--- src/rtl/auto_script_engine_if.sv ---
// Signal bundle between the auto-mode script engine, the script ROM,
// the game-client feedback and the UART command path.
interface auto_script_engine_if #(
  parameter int unsigned PC_W = 8
);
  logic            en;
  logic            go;
  logic            sweep_en;
  logic [15:0]     script;
  logic [7:0]      fb;
  logic [PC_W-1:0] pc;
  logic [7:0]      cmd;
  logic            busy;
  logic            done;
  logic            err;
  logic [PC_W-1:0] err_pc;
  logic [4:0]      state_o;

  modport master (output en, go, sweep_en, script, fb,
                  input  pc, cmd, busy, done, err, err_pc, state_o);
  modport slave  (input  en, go, sweep_en, script, fb,
                  output pc, cmd, busy, done, err, err_pc, state_o);
endinterface

--- src/rtl/auto_script_engine.sv ---
// Auto-mode script executor: fetches instructions by pc, issues kitchen
// command bytes and paces itself on client feedback with timeout/retry.
module auto_script_engine #(
  parameter int unsigned PC_W        = 8,
  parameter int unsigned PC_STEP     = 2,
  parameter int unsigned WAIT_DIV    = 1,
  parameter int unsigned TIMEOUT_CYC = 4096,
  parameter int unsigned RETRIES     = 2,
  parameter int unsigned SWEEP_FIRST = 7,
  parameter int unsigned SWEEP_LAST  = 20,
  parameter logic [5:0]  BIN_ID      = 6'd21
) (
  input  logic                clk,
  input  logic                rst,
  auto_script_engine_if.slave bus
);
  localparam int unsigned TW = $clog2(TIMEOUT_CYC);
  localparam int unsigned DW = (WAIT_DIV > 1) ? $clog2(WAIT_DIV) : 1;
  localparam int unsigned RW = (RETRIES > 0) ? $clog2(RETRIES + 1) : 1;
  localparam logic [TW-1:0]   TO_LAST   = TW'(TIMEOUT_CYC - 1);
  localparam logic [DW-1:0]   DIV_LAST  = DW'(WAIT_DIV - 1);
  localparam logic [RW-1:0]   RETRY_MAX = RW'(RETRIES);
  localparam logic [PC_W-1:0] PC_INC    = PC_W'(PC_STEP);
  localparam logic [5:0]      SW_FIRST  = 6'(SWEEP_FIRST);
  localparam logic [5:0]      SW_LAST   = 6'(SWEEP_LAST);

  localparam logic [7:0] CMD_NONE = 8'h00, CMD_START = 8'h01, CMD_END = 8'h02,
                         CMD_GET = 8'h04, CMD_PUT = 8'h08, CMD_INTERACT = 8'h10,
                         CMD_MOVE = 8'h20, CMD_THROW = 8'h40;

  typedef enum logic [4:0] {
    S_IDLE = 5'd0, S_FETCH = 5'd1, S_DECODE = 5'd2, S_START = 5'd3,
    S_SEL = 5'd4, S_MOVE = 5'd5, S_GET = 5'd6, S_PUT = 5'd7, S_INTER = 5'd8,
    S_THROW = 5'd9, S_BIN_SEL = 5'd10, S_BIN_THROW = 5'd11, S_WAIT = 5'd12,
    S_WAIT_ARR = 5'd13, S_WAIT_RDY = 5'd14, S_SW_SEL = 5'd15, S_SW_CHK = 5'd16,
    S_SW_MOVE = 5'd17, S_SW_GET = 5'd18, S_SW_BIN = 5'd19, S_SW_THROW = 5'd20,
    S_NEXT = 5'd21, S_END = 5'd22, S_DONE = 5'd23, S_ERROR = 5'd24
  } state_t;

  state_t          state_q, state_d, retry_st;
  logic [PC_W-1:0] pc_q, pc_d, err_pc_q, err_pc_d;
  logic [7:0]      cmd_q, cmd_d, arg_q, arg_d, units_q, units_d;
  logic [1:0]      act_q, act_d;
  logic [5:0]      tgt_q, tgt_d;
  logic [TW-1:0]   cnt_q, cnt_d;
  logic [DW-1:0]   div_q, div_d;
  logic [RW-1:0]   retry_q, retry_d;
  logic            to_hit, to_fire, restart;
  logic [7:0]      op;
  logic [7:0]      fb;
  logic            unused_fb;

  assign op        = bus.script[7:0];
  assign fb        = bus.fb;
  assign unused_fb = ^{fb[7:6], fb[1:0]};
  assign to_hit    = (cnt_q == TO_LAST);

  always_comb begin
    state_d  = state_q;
    pc_d     = pc_q;
    err_pc_d = err_pc_q;
    arg_d    = arg_q;
    act_d    = act_q;
    tgt_d    = tgt_q;
    div_d    = div_q;
    units_d  = units_q;
    retry_d  = retry_q;
    to_fire  = 1'b0;
    retry_st = S_IDLE;
    restart  = 1'b0;
    cmd_d    = CMD_NONE;

    case (state_q)
      S_IDLE:   if (bus.go) state_d = S_FETCH;
      S_FETCH:  state_d = S_DECODE;
      S_DECODE: begin
        arg_d   = bus.script[15:8];
        act_d   = op[4:3];
        div_d   = '0;
        units_d = '0;
        if      (op[4:0] == 5'b10100) state_d = S_END;
        else if (op[4:0] == 5'b01100) state_d = S_START;
        else if (op[4:0] == 5'b11100) begin
          pc_d    = PC_W'(bus.script[15:8]);
          retry_d = '0;
          state_d = S_FETCH;
        end
        else if (op[2:0] == 3'b001)   state_d = S_SEL;
        else if (op[4:0] == 5'b00011) state_d = S_WAIT;
        else if (op == 8'h0B)         state_d = S_WAIT_ARR;
        else if (op == 8'h4B)         state_d = S_WAIT_RDY;
        else begin
          state_d  = S_ERROR;
          err_pc_d = pc_q;
        end
      end
      S_START: begin
        cmd_d = CMD_START;
        if (fb[5:2] != 4'd0) state_d = bus.sweep_en ? S_SW_SEL : S_NEXT;
        else if (to_hit) begin to_fire = 1'b1; retry_st = S_START; end
      end
      S_SEL: begin
        cmd_d   = {arg_q[5:0], 2'b11};
        state_d = (act_q == 2'b11) ? S_THROW : S_MOVE;
      end
      S_MOVE: begin
        cmd_d = CMD_MOVE;
        if (fb[2]) begin
          // Arriving for a GET while already holding: dump it in the bin first.
          if (act_q == 2'b00 && fb[3]) state_d = S_BIN_SEL;
          else if (act_q == 2'b00)     state_d = S_GET;
          else if (act_q == 2'b01)     state_d = S_PUT;
          else                         state_d = S_INTER;
        end
        else if (to_hit) begin to_fire = 1'b1; retry_st = S_SEL; end
      end
      S_GET: begin
        cmd_d = CMD_GET;
        if (fb[3]) state_d = S_NEXT;
        else if (to_hit) begin to_fire = 1'b1; retry_st = S_SEL; end
      end
      S_PUT: begin
        cmd_d = CMD_PUT;
        if (!fb[3]) state_d = S_NEXT;
        else if (to_hit) begin to_fire = 1'b1; retry_st = S_SEL; end
      end
      S_INTER: begin
        cmd_d   = CMD_INTERACT;
        state_d = S_NEXT;
      end
      S_THROW: begin
        cmd_d = CMD_THROW;
        if (!fb[3]) state_d = S_NEXT;
        else if (to_hit) begin to_fire = 1'b1; retry_st = S_SEL; end
      end
      S_BIN_SEL: begin
        cmd_d   = {BIN_ID, 2'b11};
        state_d = S_BIN_THROW;
      end
      S_BIN_THROW: begin
        cmd_d = CMD_THROW;
        if (!fb[3]) state_d = S_SEL;
        else if (to_hit) begin to_fire = 1'b1; retry_st = S_SEL; end
      end
      S_WAIT: begin
        // Operand 0 still costs one cycle; otherwise operand*WAIT_DIV cycles.
        if (arg_q == 8'd0) state_d = S_NEXT;
        else if (div_q == DIV_LAST) begin
          div_d   = '0;
          units_d = units_q + 8'd1;
          if (units_q + 8'd1 == arg_q) state_d = S_NEXT;
        end
        else div_d = div_q + 1'b1;
      end
      S_WAIT_ARR: begin
        cmd_d = CMD_INTERACT;
        if (fb[2]) state_d = S_NEXT;
        else if (to_hit) begin to_fire = 1'b1; retry_st = S_WAIT_ARR; end
      end
      S_WAIT_RDY: begin
        cmd_d = CMD_INTERACT;
        if (fb[4]) state_d = S_NEXT;
        else if (to_hit) begin to_fire = 1'b1; retry_st = S_WAIT_RDY; end
      end
      S_SW_SEL: begin
        cmd_d   = {tgt_q, 2'b11};
        state_d = S_SW_CHK;
      end
      S_SW_CHK: begin
        if (fb[5]) state_d = S_SW_MOVE;
        else if (tgt_q == SW_LAST) begin
          tgt_d   = SW_FIRST;
          state_d = S_NEXT;
        end
        else begin
          tgt_d   = tgt_q + 6'd1;
          state_d = S_SW_SEL;
        end
      end
      S_SW_MOVE: begin
        cmd_d = CMD_MOVE;
        if (fb[2]) state_d = S_SW_GET;
        else if (to_hit) begin to_fire = 1'b1; retry_st = S_SW_SEL; end
      end
      S_SW_GET: begin
        cmd_d = CMD_GET;
        if (fb[3]) state_d = S_SW_BIN;
        else if (to_hit) begin to_fire = 1'b1; retry_st = S_SW_SEL; end
      end
      S_SW_BIN: begin
        cmd_d   = {BIN_ID, 2'b11};
        state_d = S_SW_THROW;
      end
      S_SW_THROW: begin
        cmd_d = CMD_THROW;
        if (!fb[3]) state_d = S_SW_SEL;
        else if (to_hit) begin to_fire = 1'b1; retry_st = S_SW_SEL; end
      end
      S_NEXT: begin
        pc_d    = pc_q + PC_INC;
        retry_d = '0;
        state_d = S_FETCH;
      end
      S_END: begin
        cmd_d   = CMD_END;
        state_d = S_DONE;
      end
      S_DONE, S_ERROR: ;
      default: state_d = S_IDLE;
    endcase

    if (to_fire) begin
      if (retry_q < RETRY_MAX) begin
        retry_d = retry_q + 1'b1;
        state_d = retry_st;
        restart = 1'b1;
      end
      else begin
        state_d  = S_ERROR;
        err_pc_d = pc_q;
      end
    end
    if (state_d == S_ERROR) cmd_d = CMD_NONE;
    cnt_d = (state_d != state_q || restart) ? '0 : cnt_q + 1'b1;
  end

  // en low freezes every register, command byte included.
  always_ff @(posedge clk or posedge rst) begin
    if (rst) begin
      state_q  <= S_IDLE;
      pc_q     <= '0;
      err_pc_q <= '0;
      cmd_q    <= CMD_NONE;
      arg_q    <= '0;
      act_q    <= '0;
      tgt_q    <= SW_FIRST;
      cnt_q    <= '0;
      div_q    <= '0;
      units_q  <= '0;
      retry_q  <= '0;
    end
    else if (bus.en) begin
      state_q  <= state_d;
      pc_q     <= pc_d;
      err_pc_q <= err_pc_d;
      cmd_q    <= cmd_d;
      arg_q    <= arg_d;
      act_q    <= act_d;
      tgt_q    <= tgt_d;
      cnt_q    <= cnt_d;
      div_q    <= div_d;
      units_q  <= units_d;
      retry_q  <= retry_d;
    end
  end

  assign bus.pc      = pc_q;
  assign bus.cmd     = cmd_q;
  assign bus.err_pc  = err_pc_q;
  assign bus.state_o = state_q;
  assign bus.busy    = !(state_q inside {S_IDLE, S_DONE, S_ERROR});
  assign bus.done    = (state_q == S_DONE);
  assign bus.err     = (state_q == S_ERROR);
endmodule

--- src/flat_wrapper.sv ---
// flat-port wrapper written by rule: the top's interface ports become plain ports
module auto_script_engine_flat 
#(
  parameter int unsigned PC_W        = 8,
  parameter int unsigned PC_STEP     = 2,
  parameter int unsigned WAIT_DIV    = 1,
  parameter int unsigned TIMEOUT_CYC = 4096,
  parameter int unsigned RETRIES     = 2,
  parameter int unsigned SWEEP_FIRST = 7,
  parameter int unsigned SWEEP_LAST  = 20,
  parameter logic [5:0]  BIN_ID      = 6'd21
)
  (clk, rst, bus_en, bus_go, bus_sweep_en, bus_script, bus_fb, bus_pc, bus_cmd, bus_busy, bus_done, bus_err, bus_err_pc, bus_state_o);
  auto_script_engine_if #(.PC_W(PC_W)) bus_i ();
  input  logic clk;
  input  logic rst;
  input wire logic [$bits(bus_i.en)-1:0] bus_en;
  input wire logic [$bits(bus_i.go)-1:0] bus_go;
  input wire logic [$bits(bus_i.sweep_en)-1:0] bus_sweep_en;
  input wire logic [$bits(bus_i.script)-1:0] bus_script;
  input wire logic [$bits(bus_i.fb)-1:0] bus_fb;
  output wire logic [$bits(bus_i.pc)-1:0] bus_pc;
  output wire logic [$bits(bus_i.cmd)-1:0] bus_cmd;
  output wire logic [$bits(bus_i.busy)-1:0] bus_busy;
  output wire logic [$bits(bus_i.done)-1:0] bus_done;
  output wire logic [$bits(bus_i.err)-1:0] bus_err;
  output wire logic [$bits(bus_i.err_pc)-1:0] bus_err_pc;
  output wire logic [$bits(bus_i.state_o)-1:0] bus_state_o;
  assign bus_i.en = bus_en;
  assign bus_i.go = bus_go;
  assign bus_i.sweep_en = bus_sweep_en;
  assign bus_i.script = bus_script;
  assign bus_i.fb = bus_fb;
  assign bus_pc = bus_i.pc;
  assign bus_cmd = bus_i.cmd;
  assign bus_busy = bus_i.busy;
  assign bus_done = bus_i.done;
  assign bus_err = bus_i.err;
  assign bus_err_pc = bus_i.err_pc;
  assign bus_state_o = bus_i.state_o;
  auto_script_engine #(.PC_W(PC_W), .PC_STEP(PC_STEP), .WAIT_DIV(WAIT_DIV), .TIMEOUT_CYC(TIMEOUT_CYC), .RETRIES(RETRIES), .SWEEP_FIRST(SWEEP_FIRST), .SWEEP_LAST(SWEEP_LAST), .BIN_ID(BIN_ID)) u_core (.clk(clk), .rst(rst), .bus(bus_i));
endmodule
--- config.mk ---
export PLATFORM = sky130hd
export DESIGN_NAME = auto_script_engine_flat
export DESIGN_NICKNAME = d
export VERILOG_FILES = /design/src/rtl/auto_script_engine_if.sv /design/src/rtl/auto_script_engine.sv /design/src/flat_wrapper.sv
export SDC_FILE = /design/constraint.sdc
export NUM_CORES = 1
export LEC_CHECK = 0
export ABC_AREA = 1
export BUFFER_PORTS_ARGS = -buffer_cell sky130_fd_sc_hd__buf_2
export CORE_MARGIN = 2
export CORE_UTILIZATION = 40
export CTS_CLUSTER_DIAMETER = 40
export DETAILED_ROUTE_END_ITERATION = 10
export MAX_ROUTING_LAYER = met4
export PLACE_DENSITY = 0.58
export SYNTH_ARGS = -nofsm -noshare
export SYNTH_HDL_FRONTEND = slang
export SYNTH_SLANG_ARGS = --single-unit
export TNS_END_PERCENT = 100
--- constraint.sdc ---
create_clock -name clk -period 4.5 [get_ports clk]
set_input_delay 0.675 -clock clk [delete_from_list [all_inputs] [get_ports clk]]
set_output_delay 0.675 -clock clk [all_outputs]
set_load 0.02 [all_outputs]
* After elaboration in Yosys (flattened, before gate mapping)
Index checks and enable logic that the tools add are counted.
Operators by class: reduce and logical (&&, ||, !) cells 25, order comparisons 1, eq/ne operators 43, bitwise operators 1, multiplexer cells 85, add/sub/neg operators 6
Operators by type and width (number):
- 2-to-1 mux 5 bit | 37
- 2-to-1 mux 8 bit | 16
- case mux 5 bit (23 select lines) | 1
- case mux 8 bit (10 select lines) | 1
- equality test 5 bit (second input constant) | 12
- equality test 5 x 4 -> 1 bit (second input constant) | 9
- case mux 5 bit (9 select lines) | 1
- case mux 8 bit (2 select lines) | 2
- equality test 5 x 3 -> 1 bit (second input constant) | 4
- 2-to-1 mux 4 bit | 5
- equality test 5 x 2 -> 1 bit (second input constant) | 3
- adder 12 x 1 -> 12 bit (second input constant) | 1
- equality test 12 bit (second input constant) | 1
- 2-to-1 mux 12 bit | 1
- 2-to-1 mux 2 bit | 6
- OR reduction 3 bit | 4
- 2-to-1 mux 1 bit | 10
- OR reduction 2 bit | 5
- adder 8 x 1 -> 8 bit (second input constant) | 1
- adder 8 x 2 -> 8 bit (second input constant) | 1
- equality test 8 x 4 -> 1 bit (second input constant) | 1
- equality test 8 x 7 -> 1 bit (second input constant) | 1
- equality test 8 bit | 1
- zero test 8 bit | 1
- 31 further kinds | 36
Storage, ports and cells: word-level logic and storage cells 172, register bits after elaboration 68, input bits 29, output and inout bits 32

* Depth between registers and ports, before layout
word-level depth 13, depth in mapped cells 21

* Worst setup path after synthesis
OpenSTA, ideal clock, no wires.
path type reg2reg, from register u_core.state_q[0] (netlist: u_core.bus.state_o[0]), to register u_core.cnt_q[10], stages on the path, launching flop included 19, path buffers 2, period minus slack after synthesis 2.431 ns, library setup time 0.134 ns, path slack 2.069 ns, arrival 2.296 ns, data required time 4.366 ns, path through dfrtp_1 -> buf_4 -> nor2_2 -> inv_1 -> nor2_1 -> nor2_1 -> nand3_1 -> o21ai_0 -> nand2_1 -> inv_1 -> nand3b_1 -> nand2_1 -> nand2_1 -> nand2_1 -> nand2_1 -> nor2_1 -> nand3_1 -> buf_6 -> a21oi_1
On the way: elaborated cells between the ends (all ways) 54
RTL lines:
- start, declared | line auto_script_engine.sv:40 | state_t state_q, state_d, retry_st;
- start signal, assigned | line auto_script_engine.sv:243 | state_q <= state_d;
- equality test 5 bit
- via bus_err | line flat_wrapper.sv:26 | output wire logic [$bits(bus_i.err)-1:0] bus_err;
- OR reduction 2 bit | line auto_script_engine.sv:73 | case (state_q)
- case mux 5 bit (23 select lines) | line auto_script_engine.sv:73
- 2-to-1 mux 5 bit | line auto_script_engine.sv:212 | if (to_fire) begin
- inequality test 5 bit | line auto_script_engine.sv:224 | cnt_d = (state_d != state_q || restart) ? '0 : cnt_q + 1'b1;
- logical OR 1 bit | line auto_script_engine.sv:224
- 2-to-1 mux 12 bit | line auto_script_engine.sv:224
- end signal, assigned | line auto_script_engine.sv:250 | cnt_q <= cnt_d;
- end, declared | line auto_script_engine.sv:45 | logic [TW-1:0] cnt_q, cnt_d;
The timed path passes the listed nets, and every way through them passes these cells. A chain may end at the register's enable or synchronous reset.

* Worst setup path after layout
from register u_core.state_q[3] (netlist: u_core.bus.state_o[3]), to register u_core.cnt_q[0]
On the way: word-level cells in the longest chain between the ends 8, elaborated cells between the ends (all ways) 54
RTL lines (line):
- equality test 5 x 3 -> 1 bit (tied with other cells) | auto_script_engine.sv:73
- OR reduction 3 bit (no source line) or 2-to-1 mux 5 bit (tied branches)
- case mux 5 bit (9 select lines) or 2-to-1 mux 5 bit (tied branches) | auto_script_engine.sv:73, auto_script_engine.sv:147
- 2-to-1 mux 5 bit or case mux 5 bit (23 select lines) (tied branches) | auto_script_engine.sv:213, auto_script_engine.sv:73
- 2-to-1 mux 5 bit | auto_script_engine.sv:212
- inequality test 5 bit | auto_script_engine.sv:224
- logical OR 1 bit (*) | auto_script_engine.sv:224
- 2-to-1 mux 12 bit (*) | auto_script_engine.sv:224
Every way passes the cells marked *; elsewhere a longest branch is shown, timed or not.

==> impl_metrics.env <==
export IMPL_layout_min_cycle_time_ns=3.18
export IMPL_min_path_cells=2
export IMPL_detail_route_antenna_nets=0
export IMPL_drive_gt1_frac=0.145
export IMPL_vias_per_cell=5.33
export IMPL_synth_warnings=0
export IMPL_placed_area_mm2=0.00507
export IMPL_fin_cells=900
export IMPL_htreeDepth=3
export IMPL_numClockSinks=67
export IMPL_async_reset_ff_frac=1.00
export IMPL_finalPower_uw=3170
export IMPL_drv_slew=0
export IMPL_tightest_slew_ns=1.12
export IMPL_io_buffers=56
export IMPL_track_usage=0.241
export IMPL_pwr_density_cell_mw_per_mm2=592
export IMPL_die_y_um=112
export IMPL_holdCritPathClass="reg -> reg"
export IMPL_grt_pass1_wl_um=23100
export IMPL_routed_wl_um=14100
export IMPL_layout_commonest_cell="nand2_1"
export IMPL_combPwrFrac=0.455
export IMPL_place_gp_congestion=1.05
export IMPL_fmax_ghz=0.314
export IMPL_die_x_um=112
export IMPL_peakVddDrop_mv=0.322
export IMPL_drt_pass1_iter_count=5
export IMPL_final_cell_mix="nand2_1, inv_1, nand3_1"
export IMPL_avgSynthCellArea_um2=6.70
export IMPL_status="completed"
export IMPL_r2r_end="u_core.cnt_q[0]"
export IMPL_reg2reg_depth=18
export IMPL_synth_distinct_cells=48
export IMPL_cts_buffer_depth=2
export IMPL_core_area_mm2=0.0114
export IMPL_final_nets=786
export IMPL_cp_arrival_ns=3.42
export IMPL_drc_errors=0
export IMPL_synth_cells=696
export IMPL_synthFlopType="dfrtp_1"
export IMPL_syn_cell_area_mm2=0.00466
export IMPL_required_ns=4.74
export IMPL_antenna_found_initial=0
export IMPL_cts_buffers=9
export IMPL_drv_cap=0
export IMPL_diodes=0
export IMPL_regToRegStartpoint="u_core.bus.state_o[3]"
export IMPL_place_hpwl_um=10900
export IMPL_rrSetupSlack_ns=1.32
export IMPL_fin_skew_ns=0.00678
export IMPL_cts_tree="done"
export IMPL_num_io_pins=61
export IMPL_pwr_share_seq=0.336
export IMPL_hold_violations=0
export IMPL_final_core_util=0.468
export IMPL_rsz0062_at_grt="false"
export IMPL_worstHoldStart="u_core.bus.cmd[4]"
export IMPL_swShare=0.465
export IMPL_synth_yosys_seq_area_share=0.360
export IMPL_setup_viol=0
export IMPL_p_sw_uw=1470
export IMPL_relSlewSlack=0.255
export IMPL_p_int_uw=1690
export IMPL_vias=4796
export IMPL_cts_resized=0
export IMPL_overflow=0
export IMPL_tns_ns=0
export IMPL_startpoint_type="flop"
export IMPL_start_util=0.409
export IMPL_cp_max_fo=12
export IMPL_post_cts_buffers=0
export IMPL_area_delta_synth_final_pct=14.6
export IMPL_syn_num_nets=730
export IMPL_synth_edff_count=0
export IMPL_crit_path_end_kind="flop"
export IMPL_grt_pass1_vias=4445
export IMPL_grt_max_degree=53
export IMPL_first_iter_violations=356
export IMPL_clock_latency_ns=0.34
export IMPL_cts_hold_buf=0
export IMPL_wl_per_cell_um=15.7
export IMPL_pwr_share_clk=0.208
export IMPL_cts_root_buf="clkbuf_16"
export IMPL_period_share=0.707
export IMPL_row_count=39
export IMPL_die_area_mm2=0.0125
export IMPL_design_area_mm2=0.00535
export IMPL_clk_pin_slew_ns=0.05
export IMPL_dp_cells=884
export IMPL_holdPathEnd="u_core.bus.cmd[4]"
export IMPL_synth_seq_cells=67
export IMPL_p_leak_uw=0.00272
export IMPL_worst_setup_path_type="reg -> reg"
==> state kept, by name, summed over array words and instances (netlist names) <==
| register | cells |
|---|---|
| u_core.bus.pc | 8 |
| u_core.tgt_q | 6 |
| u_core.bus.err_pc | 8 |
| u_core.units_q | 8 |
| u_core.retry_q | 2 |
| u_core.bus.cmd | 8 |
| u_core.act_q | 2 |
| u_core.arg_q | 8 |
| u_core.bus.state_o | 5 |
| u_core.cnt_q | 12 |
==> cells by family after synthesis <==
kind of cell / Yosys count / synth area share
DFF: 67 / 0.360
xor gates and xnor gates: 14 / 0.0263
and+or+nand+nor: 400 / 0.378
buffers and inverters: 101 / 0.0861
AOI/OAI and AO/OA: 109 / 0.136
adders and majority gates: 5 / 0.0134
==> synth_stat cells, types with 2 or more instances <==
cell / n / area (um2)
nor2_2: 6 / 37.5
ha_1: 5 / 62.6
inv_1: 74 / 278
o211ai_1: 6 / 45.0
nor2_4: 3 / 33.8
a21oi_2: 2 / 17.5
buf_2: 3 / 15.0
nor2_1: 68 / 255
xor2_1: 9 / 78.8
o21ai_0: 53 / 265
clkinv_1: 3 / 11.3
buf_6: 2 / 22.5
o21ai_1: 4 / 20.0
inv_2: 10 / 37.5
o221ai_1: 2 / 17.5
xnor2_1: 5 / 43.8
nand3_1: 72 / 360
nand4_1: 10 / 62.6
o21a_1: 2 / 15.0
o22ai_1: 7 / 43.8
a21oi_1: 17 / 85.1
dfstp_2: 3 / 78.8
dfrtp_1: 64 / 1600
nand2_1: 205 / 769
nor3_2: 2 / 20.0
o31ai_1: 2 / 15.0
nand2_2: 4 / 25.0
nor3b_1: 3 / 22.5
a31oi_1: 5 / 31.3
nor3_1: 13 / 65.1
nor4_1: 4 / 25.0
o2111ai_1: 2 / 17.5
nand3b_1: 4 / 30.0
or2_2: 2 / 12.5
clkbuf_1: 7 / 26.3
==> final cells by class <==
type                       count  area [um2]
clock buffer                  14         264
clock inverter                 2        12.5
fill                        1218        6070
inverter                      87         327
multi-input combinational    528        2580
sequential                    67        1680
tap                          143         179
timing repair buffer          59         303
==> worst max-delay path: stages (launching register included) <==
cell and delay [ns]:
dfrtp_1 0.62, inv_2 0.16, nand2_1 0.14, nor2_1 0.07
nand2_1 0.24, nand2_1 0.13, nor3_1 0.14, nand2_1 0.11
nor2_1 0.10, nand2_1 0.06, nor2_1 0.08, nand2_1 0.09
nand2_1 0.08, nand2_1 0.09, nand2_1 0.06, nand2_1 0.05
nor2_1 0.08, nand3_1 0.45, o21ai_0 0.34
==> worst max path at each step <==
| stage | startpoint | endpoint | slack (ns) | cells past startpoint |
|---|---|---|---|---|
| after floorplan | u_core.bus.state_o[0] | u_core.cnt_q[10] | 2.07 | 18 |
| after global placement | bus_fb[2] | u_core.cnt_q[1] | 1.25 | 15 |
| after detailed placement | bus_fb[2] | u_core.cnt_q[0] | 1.27 | 15 |
| after CTS | u_core.bus.state_o[3] | u_core.cnt_q[1] | 1.39 | 18 |
| after global routing | u_core.cnt_q[0] | u_core.cnt_q[1] | 1.05 | 14 |
| final | u_core.bus.state_o[3] | u_core.cnt_q[0] | 1.32 | 18 |
==> power groups by stage <==
stage / Combinational [uW] / Sequential, uW / Clock, uW
after detailed placement: 1430 / 1070 / 0
after global routing: 1610 / 1100 / 715
after global placement: 1430 / 1070 / 0
after CTS: 1440 / 1060 / 679
final: 1440 / 1070 / 660
after floorplan: 935 / 1140 / 0
==> routing by layer <==
| layer | GRT usage | routed length (um) |
|---|---|---|
| met3 | 0.0484 | 901 |
| met2 | 0.348 | 6240 |
| met1 | 0.338 | 6630 |
| met5 | - | 0 |
| met4 | 0.0780 | 342 |
==> metrics by stage <==
stage               setup WS (ns)  hold WS (ns)
detailed placement           1.27         0.462
CTS                          1.39         0.476
floorplan                    2.07         0.463
global placement             1.25         0.456
finish                       1.32         0.470
global route                 1.05         0.495
Note: power is estimated with default switching activity, not from simulation.
